<file path="src/rtl/sync_fifo_ram_if.sv">
// Producer/consumer side of the single-clock FIFO: write/read requests, clear,
// show-ahead head word, occupancy count and flow-control flags.
interface sync_fifo_ram_if #(
   parameter int AW = 5,
   parameter int DW = 65
);
   logic          clear;
   logic          wr_en;
   logic [DW-1:0] din;
   logic          rd_en;
   logic [DW-1:0] dout;
   logic          empty;
   logic          full;
   logic          almost_empty;
   logic          almost_full;
   logic [AW:0]   count;

   modport master (
      output clear, wr_en, din, rd_en,
      input  dout, empty, full, almost_empty, almost_full, count
   );

   modport slave (
      input  clear, wr_en, din, rd_en,
      output dout, empty, full, almost_empty, almost_full, count
   );
endinterface

</file>
<file path="src/rtl/sync_fifo_ram.sv">
// Single-clock show-ahead FIFO: AW+1-bit pointers, DEPTH x DW dual-port RAM,
// exact full/empty and one-from-boundary almost flags decoded from the pointers.
module sync_fifo_ram #(
   parameter int AW = 5,
   parameter int DW = 65
) (
   input  logic            clk,
   input  logic            rst_n,
   sync_fifo_ram_if.slave  bus
);
   localparam int          DEPTH     = 1 << AW;
   localparam logic [AW:0] ONE       = (AW+1)'(1);
   localparam logic [AW:0] DEPTH_CNT = (AW+1)'(DEPTH);
   localparam logic [AW:0] DEPTH_M1  = (AW+1)'(DEPTH - 1);

   logic [AW:0]   r_wptr;
   logic [AW:0]   r_rptr;
   logic [DW-1:0] r_mem [DEPTH];
   logic [DW-1:0] r_dout;

   logic [AW:0]   w_count;
   logic [AW:0]   w_wptr_nxt;
   logic [AW:0]   w_rptr_nxt;
   logic [AW-1:0] w_wr_addr;
   logic [AW-1:0] w_rd_addr_nxt;
   logic          w_empty;
   logic          w_full;
   logic          w_wallow;
   logic          w_rallow;
   logic          w_wr_commit;
   logic          w_bypass;

   // Occupancy is the pointer difference; the extra MSB separates full from empty.
   assign w_count  = r_wptr - r_rptr;
   assign w_empty  = (w_count == '0);
   assign w_full   = (w_count == DEPTH_CNT);

   assign w_wallow    = bus.wr_en & ~w_full;
   assign w_rallow    = bus.rd_en & ~w_empty;
   assign w_wr_commit = w_wallow & ~bus.clear;

   // NOTE: every always_comb output gets a default first so no path infers a latch.
   always_comb begin
      w_wptr_nxt = r_wptr;
      w_rptr_nxt = r_rptr;
      if (bus.clear) begin
         w_wptr_nxt = '0;
         w_rptr_nxt = '0;
      end else begin
         if (w_wallow) w_wptr_nxt = r_wptr + ONE;
         if (w_rallow) w_rptr_nxt = r_rptr + ONE;
      end
   end

   // NOTE: state registers use non-blocking assignments so all flops sample pre-edge values.
   always_ff @(posedge clk or negedge rst_n) begin
      if (!rst_n) begin
         r_wptr <= '0;
         r_rptr <= '0;
      end else begin
         r_wptr <= w_wptr_nxt;
         r_rptr <= w_rptr_nxt;
      end
   end

   assign w_wr_addr     = r_wptr[AW-1:0];
   assign w_rd_addr_nxt = w_rptr_nxt[AW-1:0];

   // The only way the next head can equal the slot being written is when that
   // write becomes the sole stored word, so forward din instead of stale RAM.
   assign w_bypass = w_wr_commit & (w_wr_addr == w_rd_addr_nxt);

   // NOTE: the RAM array and its read register have no reset so they map onto block RAM.
   always_ff @(posedge clk) begin
      if (w_wr_commit) r_mem[w_wr_addr] <= bus.din;
      if (w_bypass) r_dout <= bus.din;
      else          r_dout <= r_mem[w_rd_addr_nxt];
   end

   assign bus.dout         = r_dout;
   assign bus.empty        = w_empty;
   assign bus.full         = w_full;
   assign bus.almost_empty = (w_count == ONE);
   assign bus.almost_full  = (w_count == DEPTH_M1);
   assign bus.count        = w_count;

   a_count_bound : assert property (@(posedge clk) disable iff (!rst_n) w_count <= DEPTH_CNT);
   a_flags_excl  : assert property (@(posedge clk) disable iff (!rst_n) !(w_empty && w_full));
endmodule

</file>
<file path="src/flat_wrapper.sv">
// flat-port wrapper written by rule: the top's interface ports become plain ports
module sync_fifo_ram_flat 
#(
   parameter int AW = 5,
   parameter int DW = 65
)
  (clk, rst_n, bus_clear, bus_wr_en, bus_din, bus_rd_en, bus_dout, bus_empty, bus_full, bus_almost_empty, bus_almost_full, bus_count);
  sync_fifo_ram_if #(.AW(AW), .DW(DW)) bus_i ();
  input  logic clk;
  input  logic rst_n;
  input wire logic [$bits(bus_i.clear)-1:0] bus_clear;
  input wire logic [$bits(bus_i.wr_en)-1:0] bus_wr_en;
  input wire logic [$bits(bus_i.din)-1:0] bus_din;
  input wire logic [$bits(bus_i.rd_en)-1:0] bus_rd_en;
  output wire logic [$bits(bus_i.dout)-1:0] bus_dout;
  output wire logic [$bits(bus_i.empty)-1:0] bus_empty;
  output wire logic [$bits(bus_i.full)-1:0] bus_full;
  output wire logic [$bits(bus_i.almost_empty)-1:0] bus_almost_empty;
  output wire logic [$bits(bus_i.almost_full)-1:0] bus_almost_full;
  output wire logic [$bits(bus_i.count)-1:0] bus_count;
  assign bus_i.clear = bus_clear;
  assign bus_i.wr_en = bus_wr_en;
  assign bus_i.din = bus_din;
  assign bus_i.rd_en = bus_rd_en;
  assign bus_dout = bus_i.dout;
  assign bus_empty = bus_i.empty;
  assign bus_full = bus_i.full;
  assign bus_almost_empty = bus_i.almost_empty;
  assign bus_almost_full = bus_i.almost_full;
  assign bus_count = bus_i.count;
  sync_fifo_ram #(.AW(AW), .DW(DW)) u_core (.clk(clk), .rst_n(rst_n), .bus(bus_i));
endmodule
</file>
<file path="config.mk">
export PLATFORM = sky130hd
export DESIGN_NAME = sync_fifo_ram_flat
export DESIGN_NICKNAME = d
export VERILOG_FILES = /design/src/rtl/sync_fifo_ram_if.sv /design/src/rtl/sync_fifo_ram.sv /design/src/flat_wrapper.sv
export SDC_FILE = /design/constraint.sdc
export NUM_CORES = 2
export LEC_CHECK = 0
export CAP_MARGIN = 20
export CORE_ASPECT_RATIO = 1.75
export CORE_MARGIN = 2
export CORE_UTILIZATION = 48
export DETAILED_ROUTE_END_ITERATION = 7
export GPL_ROUTABILITY_DRIVEN = 0
export PLACE_DENSITY = 0.67
export SLEW_MARGIN = 20
export SYNTH_ARGS = -nofsm -noshare
export SYNTH_HDL_FRONTEND = slang
export SYNTH_SLANG_ARGS = --single-unit
</file>
<file path="constraint.sdc">
create_clock -name clk -period 6.1 [get_ports clk]
set_input_delay 1.83 -clock clk [delete_from_list [all_inputs] [get_ports clk]]
set_output_delay 1.83 -clock clk [all_outputs]
set_load 0.05 [all_outputs]
</file>
==> run_results.csv <==
group,metric,value,unit
sta,report.final.slew_viol_count,0,
finish,layoutNonFillerInstCount,5748,
setup_path,slowest_delay,0.73,ns
cts,clock-sinks,2097,
setup_path,timing.critical_path.mode_cell,"mux4_2",
setup_path,critPathRequiredTime,4.27,ns
synth,synthDistinctLibCells,37,
cts,cts_root_buf,"clkbuf_16",
setup_path,end_kind,"output port",
placed_design,place_hpwl,86300,µm
sta,min_period,5.96,ns
synth,ys_seq_area_share,78.6,%
pwr,ir_drop,0.653,mV
detailed_routing,drt_first_pass_iters,7,
finish,fin_nets,3496,
detailed_routing,antenna_left,0,
detailed_routing,routed_wirelength,186000,µm
placed_design,port_buffers,144,
sta,skew,0.0373,ns
sta,hold_viol,0,
cts,cts_tree,"done",
sta,setup_violations,0,
die,die_area,170000,µm²
die,fp.coreArea,166000,µm²
cts,cts.clk_slew.worst_paths,0.07,ns
finish,final_cell_mix,"2080 x edfxtp_1, 643 x mux4_2, 183 x clkbuf_16",
job,cap_violations,0,
status,outcome,"finished clean",
setup_path,cp_max_fo,59,
detailed_routing,vias,35597,
die,ios,145,
synth,synth_area,79900,µm²
die,dieHeight,544,µm
grt,overflow,0,
sta,tightestPinTransition,1.11,ns
setup_path,crit_slowest_cell,"clkdlybuf4s50_1",
setup_path,crit_path_start_kind,"register",
hold_path,hold_start,"u_core.r_rptr[5]",
hold_path,hold_class,"reg -> reg",
detailed_routing,drc,0,
grt,antenna_found_initial,16,
grt,grt_max_degree,66,
sta,fmax,168,MHz
synth,ys_warn_count,0,
pwr,p_total,35100,µW
finish,layout-drive-gt1-share,31.6,%
grt,grt.total_usage,22.0,%
finish,nFillCells,12121,
die,rows,198,
detailed_routing,drt-initial-drc-count,3753,
placed_design,placed_cells,5433,
grt,grt_pass1_vias,37193,
synth,synthCells,3147,
sta,fin_tns_setup,0,ns
setup_path,timing.rr.start,"u_core.r_wptr[0]",
setup_path,arrival,4.13,ns
sta,rsz0062_at_grt,"true",
die,die_w,313,µm
setup_path,r2r_slack,1.98,ns
cts,insertion_delay,0.80,ns
finish,layout_commonest_cell,"edfxtp_1",
synth,syn_area_per_cell,25.4,µm²
sta,slew_headroom,25.7,%
finish,synthToLayoutAreaGrowth,13.5,%
sta,finalCritPeriodShare,97.7,%
synth,ys_seq_elements,2097,
pwr,power.density,387,nW/µm²
cts,cts_max_level,4,
grt,grt_pass1_wl,265000,µm
synth,synth_nets,3228,
detailed_routing,wire_per_inst,32.4,µm
detailed_routing,routed_via_density,6.19,
die,initial_core_util,48.2,%
pwr,p_leak,0.0270,µW
setup_path,path_cells,"buf_12 > mux4_2 > mux4_2 > mux2_2 > clkdlybuf4s50_1",
cts,clockBufferDepth,4,
setup_path,worstSetupPathType,"reg -> out",
cts,cts_made_buffers,180,
## state kept, by name (all words and copies together) (netlist names), named ones only
signal	count
u_core.r_mem	2080
u_core.r_rptr	6
u_core.r_wptr	6
## worst paths after layout
path,endpoint,cells past startpoint
max,bus_dout[39],5
min,u_core.r_rptr[5],2
max reg2reg,u_core.r_mem[6][51],11
min reg2reg,u_core.r_rptr[5],2
max in group asynchronous,u_core.r_rptr[3],1
min in group asynchronous,u_core.r_wptr[5],1
## cell families after synthesis
kind of cell	Yosys count	share of synthesized area (%)
compound gates	33	0.258
flops	2097	78.6
simple gates	104	0.621
xor+xnor	4	0.0438
buf+inv	171	0.983
fa+ha+maj	11	0.182
mux	727	19.3
## layout make-up
class / instances / area [µm²] / area share [%]
sequential: 2097 / 62900 / 69.3
multi-input combinational: 879 / 16500 / 18.2
clock buffer: 214 / 4700 / 5.18
timing repair buffer: 247 / 3010 / 3.31
tap: 2200 / 2750 / 3.03
clock inverter: 99 / 785 / 0.865
inverter: 10 / 37.5 / 0.0414
antenna: 2 / 5.00 / 0.00552
## timing repair
item	4_1_cts	5_1_grt
buffers inserted	0	0
resized for setup	0	4
endpoints found under the setup margin	0	5
endpoints found under the hold margin	0	0
hold buffers	0	0
## through the flow
| stage | setup WS [ns] | instance area [µm²] | util, % | hold WS [ns] |
|---|---|---|---|---|
| after floorplan | -0.120 | 79900 | - | 0.599 |
| after global placement | 0.970 | 85200 | 51.3 | 0.624 |
| after detailed placement | 0.909 | 85200 | 51.3 | 0.643 |
| after CTS | 0.0443 | 90700 | 54.6 | 0.662 |
| after global routing | 0.000818 | 90700 | 54.6 | 0.683 |
| final | 0.139 | 90700 | 54.6 | 0.655 |
## synthesized netlist by cell type
| cell | count | area share, % |
|---|---|---|
| o211ai_2 | 1 | 0.016 |
| edfxtp_1 | 2080 | 78 |
| or3b_2 | 1 | 0.011 |
| inv_1 | 9 | 0.042 |
| and3_1 | 1 | 0.0078 |
| o21ai_0 | 6 | 0.038 |
| nor2b_1 | 10 | 0.078 |
| ha_1 | 10 | 0.16 |
| nor3_1 | 4 | 0.025 |
| mux2i_1 | 10 | 0.13 |
| buf_6 | 5 | 0.070 |
| nand2b_1 | 6 | 0.047 |
| mux4_2 | 643 | 18 |
| dfxtp_1 | 5 | 0.13 |
| a21boi_0 | 3 | 0.028 |
| or4_1 | 1 | 0.0094 |
| o22ai_1 | 1 | 0.0078 |
| a21oi_1 | 12 | 0.075 |
| buf_2 | 58 | 0.36 |
| buf_1 | 18 | 0.085 |
| or3_1 | 2 | 0.016 |
| clkinv_1 | 1 | 0.0047 |
| nor2_1 | 51 | 0.24 |
| nand3b_1 | 4 | 0.038 |
| xor2_1 | 4 | 0.044 |
| and2_1 | 2 | 0.016 |
| nand2_1 | 11 | 0.052 |
| o211ai_1 | 3 | 0.028 |
| mux2_2 | 74 | 1.0 |
| dfrtp_1 | 12 | 0.38 |
| fa_1 | 1 | 0.025 |
| nand4_1 | 5 | 0.039 |
| a211oi_1 | 7 | 0.066 |
| buf_4 | 9 | 0.085 |
| clkbuf_1 | 71 | 0.33 |
| nor3_2 | 1 | 0.013 |
| nand3_1 | 5 | 0.031 |
## layer usage
| metal | track usage (%) | routed length [µm] | vias up |
|---|---|---|---|
| met5 | 0 | 121 | - |
| met3 | 3.47 | 13300 | 333 |
| met2 | 38.0 | 96500 | 1501 |
| met4 | 6.56 | 5410 | 20 |
| met1 | 28.9 | 71000 | 19534 |
| li1 | - | - | 14209 |
## report_power, final
| part | switching (µW) | internal (µW) | total (µW) |
|---|---|---|---|
| registers | 121 | 16000 | 16100 |
| logic | 4130 | 3940 | 8070 |
| clock network | 4940 | 5990 | 10900 |
| total | 9190 | 25900 | 35100 |
## worst max-delay path: cells and delay by family, from the launching register on
family   cells  cell delay, ns
flops        1            0.65
buf+inv      2            1.15
mux          3            1.42
(Power assumes the default switching activity.)
